### src/rtl/lsense_trace_buf_if.sv
// Readout stream of the trace buffer: one count sample per transfer over valid/ready.
interface lsense_trace_buf_if #(
    parameter int CNTW = 7
);
    logic [CNTW-1:0] datout;
    logic            datvalid;
    logic            datready;

    modport master (output datout, output datvalid, input datready);
    modport slave  (input datout, input datvalid, output datready);
endinterface

### src/rtl/lsense_trace_buf.sv
// Delay-line sensor trace buffer: counts the ones in each sensor word, captures
// DEPTH consecutive counts after a trigger into a block RAM, then streams them out.
module lsense_trace_buf #(
    parameter int LINELEN = 64,
    parameter int DEPTH   = 256,
    parameter int CNTW    = 7
) (
    input  logic               clkin,
    input  logic               rstnin,
    input  logic [LINELEN-1:0] sensin,
    input  logic               trigin,
    lsense_trace_buf_if.master rd,
    output logic               busy,
    output logic               done,
    output logic [1:0]         calerr
);
    localparam int AW = $clog2(DEPTH);

    typedef enum logic [1:0] {IDLE, FILL, CAPTURE, DRAIN} state_t;

    logic [1:0]         r_rst_sync;
    logic               w_rst_n;
    logic [LINELEN-1:0] r_sens_neg;
    logic [LINELEN-1:0] r_sens;
    logic [CNTW-1:0]    w_cnt;
    logic [CNTW-1:0]    r_cnt;
    state_t             r_state, w_state_nxt;
    logic               w_we, w_trig, w_wr_last;
    logic [AW-1:0]      r_wr_addr, r_rd_addr;
    logic               r_rd_fin, r_vld, r_done;
    logic               w_re, w_xfer, w_last_xfer;
    logic [1:0]         r_cal;
    logic [CNTW-1:0]    r_mem [DEPTH];
    logic [CNTW-1:0]    r_q;

    // Reset asserts at once, releases two rising edges later.
    always_ff @(posedge clkin or negedge rstnin) begin
        if (!rstnin) r_rst_sync <= 2'b00;
        else         r_rst_sync <= {r_rst_sync[0], 1'b1};
    end
    assign w_rst_n = r_rst_sync[1];

    // The sensor line is launched on the rising edge, so it is caught half a cycle later.
    always_ff @(negedge clkin) begin
        r_sens_neg <= sensin;
    end

    // Bring the sensor word back into the rising-edge domain.
    always_ff @(posedge clkin or negedge w_rst_n) begin
        if (!w_rst_n) r_sens <= '0;
        else          r_sens <= r_sens_neg;
    end

    // Population count: bubbles in the thermometer code still count correctly.
    always_comb begin
        w_cnt = '0;
        for (int i = 0; i < LINELEN; i++) w_cnt = w_cnt + CNTW'(r_sens[i]);
    end

    // Register the count; sample for edge k is in r_cnt after edge k+1.
    always_ff @(posedge clkin or negedge w_rst_n) begin
        if (!w_rst_n) r_cnt <= '0;
        else          r_cnt <= w_cnt;
    end

    // FSM state register.
    always_ff @(posedge clkin or negedge w_rst_n) begin
        if (!w_rst_n) r_state <= IDLE;
        else          r_state <= w_state_nxt;
    end

    // FSM next state: FILL is one cycle, covering the count register stage.
    always_comb begin
        w_state_nxt = r_state;
        case (r_state)
            IDLE:    if (trigin)      w_state_nxt = FILL;
            FILL:                     w_state_nxt = CAPTURE;
            CAPTURE: if (w_wr_last)   w_state_nxt = DRAIN;
            DRAIN:   if (w_last_xfer) w_state_nxt = IDLE;
            default:                  w_state_nxt = IDLE;
        endcase
    end

    // FSM outputs.
    always_comb begin
        busy   = (r_state != IDLE);
        w_we   = (r_state == CAPTURE);
        w_trig = (r_state == IDLE) && trigin;
    end

    assign w_wr_last   = (r_wr_addr == AW'(DEPTH - 1));
    assign w_xfer      = r_vld && rd.datready;
    assign w_last_xfer = w_xfer && r_rd_fin;
    // Read only when the output slot is free or being emptied this cycle.
    assign w_re        = (r_state == DRAIN) && !r_rd_fin && (!r_vld || w_xfer);

    // Write address wraps to 0 after the last capture write.
    always_ff @(posedge clkin or negedge w_rst_n) begin
        if (!w_rst_n)  r_wr_addr <= '0;
        else if (w_we) r_wr_addr <= r_wr_addr + 1'b1;
    end

    // Read side: address, all-issued flag, output valid and end-of-trace pulse.
    always_ff @(posedge clkin or negedge w_rst_n) begin
        if (!w_rst_n) begin
            r_rd_addr <= '0;
            r_rd_fin  <= 1'b0;
            r_vld     <= 1'b0;
            r_done    <= 1'b0;
        end else begin
            if (w_re) r_rd_addr <= r_rd_addr + 1'b1;
            if (w_last_xfer)                              r_rd_fin <= 1'b0;
            else if (w_re && r_rd_addr == AW'(DEPTH - 1)) r_rd_fin <= 1'b1;
            if (w_re)        r_vld <= 1'b1;
            else if (w_xfer) r_vld <= 1'b0;
            r_done <= w_last_xfer;
        end
    end

    // Sticky calibration flags; a saturated write beats the trigger clear.
    always_ff @(posedge clkin or negedge w_rst_n) begin
        if (!w_rst_n) r_cal <= 2'b00;
        else          r_cal <= (w_trig ? 2'b00 : r_cal)
                             | {w_we && (r_cnt == CNTW'(LINELEN)), w_we && (r_cnt == '0)};
    end

    // Sample RAM write port (no reset so it maps onto block RAM).
    always_ff @(posedge clkin) begin
        if (w_we) r_mem[r_wr_addr] <= r_cnt;
    end

    // Sample RAM read port; q holds while not re-read, keeping datout stable on stalls.
    always_ff @(posedge clkin) begin
        if (w_re) r_q <= r_mem[r_rd_addr];
    end

    assign rd.datout   = r_vld ? r_q : '0;
    assign rd.datvalid = r_vld;
    assign done        = r_done;
    assign calerr      = r_cal;
endmodule

### src/flat_wrapper.sv
// flat-port wrapper written by rule: the top's interface ports become plain ports
module lsense_trace_buf_flat 
#(
    parameter int LINELEN = 64,
    parameter int DEPTH   = 256,
    parameter int CNTW    = 7
)
  (clkin, rstnin, sensin, trigin, busy, done, calerr, rd_datout, rd_datvalid, rd_datready);
  lsense_trace_buf_if #(.CNTW(CNTW)) rd_i ();
  input  logic clkin;
  input  logic rstnin;
  input  logic [LINELEN-1:0] sensin;
  input  logic trigin;
  output logic busy;
  output logic done;
  output logic [1:0] calerr;
  output wire logic [$bits(rd_i.datout)-1:0] rd_datout;
  output wire logic [$bits(rd_i.datvalid)-1:0] rd_datvalid;
  input wire logic [$bits(rd_i.datready)-1:0] rd_datready;
  assign rd_datout = rd_i.datout;
  assign rd_datvalid = rd_i.datvalid;
  assign rd_i.datready = rd_datready;
  lsense_trace_buf #(.LINELEN(LINELEN), .DEPTH(DEPTH), .CNTW(CNTW)) u_core (.clkin(clkin), .rstnin(rstnin), .sensin(sensin), .trigin(trigin), .rd(rd_i), .busy(busy), .done(done), .calerr(calerr));
endmodule
### config.mk
export PLATFORM = sky130hd
export DESIGN_NAME = lsense_trace_buf_flat
export DESIGN_NICKNAME = d
export VERILOG_FILES = /design/src/rtl/lsense_trace_buf_if.sv /design/src/rtl/lsense_trace_buf.sv /design/src/flat_wrapper.sv
export SDC_FILE = /design/constraint.sdc
export NUM_CORES = 2
export LEC_CHECK = 0
export BUFFER_PORTS_ARGS = -buffer_cell sky130_fd_sc_hd__buf_2
export CAP_MARGIN = 5
export CELL_PAD_IN_SITES_DETAIL_PLACEMENT = 1
export CELL_PAD_IN_SITES_GLOBAL_PLACEMENT = 2
export CORE_MARGIN = 2
export CORE_UTILIZATION = 45
export DETAILED_ROUTE_END_ITERATION = 6
export HOLD_SLACK_MARGIN = 0.1
export PLACE_DENSITY_LB_ADDON = 0.1
export SYNTH_ARGS = -nofsm -noshare
export SYNTH_HDL_FRONTEND = slang
export SYNTH_SLANG_ARGS = --single-unit
export TNS_END_PERCENT = 50
### constraint.sdc
create_clock -name clkin -period 3.1 [get_ports clkin]
set_input_delay 0.31 -clock clkin [delete_from_list [all_inputs] [get_ports clkin]]
set_output_delay 0.31 -clock clkin [all_outputs]
set_load 0.05 [all_outputs]
Word-level counts from Yosys, hierarchy flattened
Memories as Yosys holds them, arrays and structs flattened. A register that Yosys moved wholly into a read port is not among the register bits.
Index checks and enable logic that the tools add are counted.
Cells by class
  add/sub/neg operators: 65
  equal/unequal tests: 9
  multiplexer cells: 12
  bitwise gates (word level): 1
  reductions and logical operators: 17
Operators with widths (count)
  $add 7x1->7: 62
  $add 8x1->8 const B: 2
  $eq 8x8->1 const B: 2
  $logic_and 1x1->1: 8
  $mux 2: 4
  $pmux 2 s4: 1
  $eq 7x7->1 const B: 1
  $logic_not 7->1: 1
  $mux 7: 1
  $mux 1: 6
  $reduce_bool 2->1: 3
  $eq 2x2->1 const B: 2
  $ne 2x2->1 const B: 2
  $reduce_and 3->1: 1
  $add 1x1->2: 1
  $eq 2x1->1 const B: 1
  $logic_not 1->1: 2
  $logic_not 2->1: 1
  $ne 2x1->1 const B: 1
  $or 2x2->2: 1
  $logic_or 1x1->1: 1
Word-level totals
  bits in registers: 160
  memory bits (writable): 1792
  output and inout bits: 12
  logic and storage cells: 116
  memories kept: 1
Memory list
  u_core.r_mem: words 256, width 7, read ports 1, clocked after Yosys merged registers in 1, wr ports 1, line lsense_trace_buf.sv:33  | logic [CNTW-1:0] r_mem [DEPTH];

Depth between registers and ports, before layout
  word-level depth: 63
  mapped depth: 21
  mapped depth without buffers: 21

==> PnR_summary.wiki <==
{| class="wikitable"
! Metric !! Value
|-
| Vias in the first global route || 43300
|-
| Mean cell area of the mapped netlist || 19.2 sq um
|-
| Antenna violations before repair || 7
|-
| Cells after Synth || 3986
|-
| Peak ir drop on the vdd network || 0.00152 V
|-
| Post-layout power || 70.1 mW
|-
| Async SR Flop Fraction || 4.90%
|-
| Die Footprint || 173000 sq um
|-
| Number of search-and-repair iterations in the first detailed-routing pass || 5
|-
| Status || complete, but fails checks
|-
| Number of placed instances with taps included || 6680
|-
| Pin count of the biggest net entering global routing || 104
|-
| Post-Route Skew || 0.0522 ns
|-
| GRT Util Overall || 25.4%
|-
| Core utilization of the finished layout || 54.1%
|-
| Final weighted congestion of routability-driven global placement || 0.825
|-
| Layout overhead on the synthesized area || 19.5%
|-
| Post-detailed-placement half-perimeter wirelength || 144000 um
|-
| Initial core utilization || 45.2%
|-
| Top delay family on crit path || adder cells
|-
| Critical Path Fanout Max || 2
|-
| Req. time, crit path || 3.82 ns
|-
| Total of fill cells in the finished design || 15200
|-
| Number of nets produced by synthesis || 4133
|-
| Static power due to leakage || 31.6 nW
|-
| Post-route insts no fill || 7142
|-
| Vias || 41100
|-
| Count of cell types in the netlist || 79
|-
| Share of cells above drive strength 1 || 29.1%
|-
| Count of endpoints failing setup in the final report || 13
|-
| Wire length of the first global-routing pass || 316000 um
|-
| TritonCTS clock tree || built
|-
| Worst endpoint data arrival time || 6.76 ns
|-
| Clk slew on worst S/H paths || 0.07 ns
|-
| Post-Synthesis Cell Area || 76600 sq um
|-
| Depth of the critical timing path with buffers and inverters included || 18
|-
| Root buffer cell || sky130_fd_sc_hd__clkbuf_16
|-
| Cell row count || 151
|-
| Power density cells || 766 nW/um^2
|-
| RR Endpoint || u_core.r_cnt[6]
|-
| Slew @ Worst Pin || 1.05 ns
|-
| Wirelength, routed || 219000 um
|-
| Cell at the slowest stage of the critical path || sky130_fd_sc_hd__fa_1
|-
| Biggest cell delay along the critical path || 0.55 ns
|-
| Core area || 169000 sq um
|-
| Beginning of the worst hold path || rd_datready
|-
| Iter 0 DRT Violations || 3878
|-
| Wire per inst || 30.7 um
|-
| Final slew viol count || 0
|-
| Flip-flop and latch count after synthesis || 1959
|-
| Final global-route overflow total || 0
|-
| Setup repair after global routing missed its margin || true
|-
| Most common cell type on the critical path || sky130_fd_sc_hd__fa_1
|-
| Worst slew margin relative to its limit || 29.7%
|-
| Total of warnings raised by yosys || 0
|-
| Primary flip-flop cell chosen by synthesis mapping || sky130_fd_sc_hd__edfxtp_1
|-
| Sum of buffers and inverters on the critical path || 3
|-
| Hold endpoint || u_core.rd.datvalid
|-
| Hold Fails Final Rpt || 0
|-
| Violated checks || setup timing
|-
| Maximum capacitance violations || 0
|-
| Number of enable flip-flop cells after synthesis || 1799
|-
| Via density per instance || 5.75
|-
| Number of nets still failing antenna checks after routing || 0
|-
| Setup CP Type || flop to flop
|-
| Hold Crit Class || primary input to flop
|-
| Worst hold path cell count || 3
|-
| Final-stage net count || 4889
|-
| Number of clock sinks seen by CTS || 1959
|-
| CTS Buf Count || 205
|-
| Worst r2r src || u_core.r_sens[0]
|-
| Max Clock Freq || 166 MHz
|-
| Launching element type of the critical path || flop
|-
| H-tree Lvls || 4
|-
| Clk_lat worst skew || 0.86 ns
|-
| Vertical die dimension || 417 um
|-
| Clock Tree Buf Depth || 3
|-
| Final Cycle Share || 195%
|-
| Register-to-register path setup slack || -2.94 ns
|-
| Port Buffer Count || 79
|-
| Worst path setup slack after routing || -2.94 ns
|-
| Die Wd || 417 um
|-
| Residual DRC count || 0
|-
| Cells along the critical path || ha_1, inv_2, fa_1, fa_1, fa_1, fa_1, fa_1, fa_1, fa_1, fa_1, inv_1, fa_2, fa_2, a21o_1, a21oi_2, inv_1, a21oi_1, o21bai_1
|-
| Length in cells of the worst reg-to-reg path || 18
|-
| Final critical-path required period || 6.04 ns
|-
| Seq/Total Area, Yosys || 75.4%
|-
| Total I/O pin count || 80
|-
| Type of element capturing the critical path || flop
|}
[sequential cells by signal, indices dropped and copies added, names as in the netlist]
register / count
u_core.r_rd_fin: 1
u_core.r_rst_sync: 2
u_core.r_wr_addr: 8
u_core.r_rd_addr: 8
u_core.r_q: 7
u_core.r_mem: 1792
u_core.r_cnt: 7
u_core.done: 1
u_core.r_state: 2
u_core.calerr: 2
u_core.r_sens_neg: 64
u_core.r_sens: 64
u_core.rd.datvalid: 1
[worst min-delay path, stage by stage]
cell and delay (ns):
sky130_fd_sc_hd__dlygate4sd3_1 0.53, sky130_fd_sc_hd__buf_2 0.12, sky130_fd_sc_hd__o21ai_0 0.07
[power breakdown]
group	total (mW)	internal [mW]	switching (mW)
Clock	25.7	14.8	10.9
Combinational	11.3	4.91	6.41
Sequential	33.1	32.3	0.754
Total	70.1	52.1	18.0
[metal layers]
layer / wire, um / track usage [%] / vias up
met1: 95900 / 36.4 / 22100
met3: 12200 / 3.72 / 282
met5: 0 / 0 / -
met2: 106000 / 41.2 / 1263
li1: - / - / 17500
met4: 5130 / 6.41 / 0
[stage by stage]
step	hold slack, ns	setup TNS [ns]	worst slack [ns]	instance area (sq um)
global placement	0.0971	-19.29	-2.91	84000
global route	0.265	-21.30	-3.17	91500
detailed placement	0.0984	-19.52	-2.95	84000
CTS	0.188	-19.36	-2.98	91400
floorplan	0.0144	-247.49	-2.65	76600
finish	0.254	-19.42	-2.94	91500
[cells in the final DEF (no fill, tap or decap), types with 25 or more instances in the layout]
master	synthesis	layout
sky130_fd_sc_hd__edfxtp_1	1799	1799
sky130_fd_sc_hd__buf_4	17	568
sky130_fd_sc_hd__mux4_2	307	307
sky130_fd_sc_hd__nor2_1	309	307
sky130_fd_sc_hd__mux2i_1	270	268
sky130_fd_sc_hd__clkbuf_16	0	211
sky130_fd_sc_hd__inv_1	104	166
sky130_fd_sc_hd__nand2_1	104	103
sky130_fd_sc_hd__dfrtp_1	96	84
sky130_fd_sc_hd__a22oi_1	81	79
sky130_fd_sc_hd__buf_2	53	79
sky130_fd_sc_hd__buf_12	4	66
sky130_fd_sc_hd__dfxtp_1	64	64
sky130_fd_sc_hd__nand3_1	59	54
sky130_fd_sc_hd__fa_1	54	52
sky130_fd_sc_hd__a21oi_1	51	48
sky130_fd_sc_hd__o22ai_1	45	39
sky130_fd_sc_hd__clkinv_1	2	39
sky130_fd_sc_hd__o21ai_0	41	38
sky130_fd_sc_hd__a221oi_1	42	38
sky130_fd_sc_hd__clkinv_2	0	38
sky130_fd_sc_hd__clkbuf_1	107	31
sky130_fd_sc_hd__nor3_1	27	25
sky130_fd_sc_hd__ha_1	25	25
sky130_fd_sc_hd__bufinv_16	0	25
[cell type report]
| type | instances | area [sq um] | share of cell area, % |
|---|---|---|---|
| tap | 2218 | 2780 | 3.03 |
| multi-input combinational | 1686 | 17200 | 18.8 |
| inverter | 105 | 394 | 0.431 |
| sequential | 1959 | 57800 | 63.1 |
| clock buffer | 247 | 5470 | 5.97 |
| timing repair buffer | 721 | 6100 | 6.67 |
| clock inverter | 203 | 1770 | 1.93 |
| antenna | 3 | 7.51 | 0.00820 |
[synth_stat cells (all sizes together) (21+ instances only)]
cell type	n	area, sq um
edfxtp	1799	54000
mux4	312	7050
nor2	310	1170
mux2i	270	2700
buf	127	1080
clkbuf	108	407
nand2	105	397
inv	104	390
dfrtp	96	2400
a22oi	81	608
dfxtp	64	1280
nand3	59	295
fa	54	1080
a21oi	51	255
a221oi	45	413
o22ai	45	282
o21ai	44	220
nor3	27	135
ha	25	313
mux2	21	236
[worst max-delay path by stage]
stage	from	end	slack, ns
3_5_place_dp	u_core.r_sens[0]	u_core.r_cnt[6]	-2.95
5_1_grt	u_core.r_sens[0]	u_core.r_cnt[6]	-3.17
4_1_cts	u_core.r_sens[0]	u_core.r_cnt[6]	-2.98
3_3_place_gp	u_core.r_sens[0]	u_core.r_cnt[6]	-2.91
2_1_floorplan	u_core.r_sens[0]	u_core.r_cnt[6]	-2.65
6_report	u_core.r_sens[0]	u_core.r_cnt[6]	-2.94
[cell families after synthesis]
| kind of cell | Yosys count | share of synthesized area (%) |
|---|---|---|
| flip-flops | 1959 | 75.4 |
| multiplexers | 603 | 13.0 |
| AND/OR/NAND/NOR | 588 | 3.34 |
| AO/OA/AOI/OAI | 397 | 3.77 |
| buffers and inverters | 341 | 2.46 |
| adder cells (fa/ha/maj) | 79 | 1.82 |
| XOR/XNOR | 18 | 0.206 |
| other | 1 | 0.00490 |
[repair_timing]
action,4_1_cts,5_1_grt
gates cloned,0,0
buffers inserted,4,2
resized for setup,31,12
pin swaps,6,2
hold buffers,4,0
hold endpoints to repair,10,0
endpoints found under the setup margin,14,14
Power figures use the tool's default switching activity.
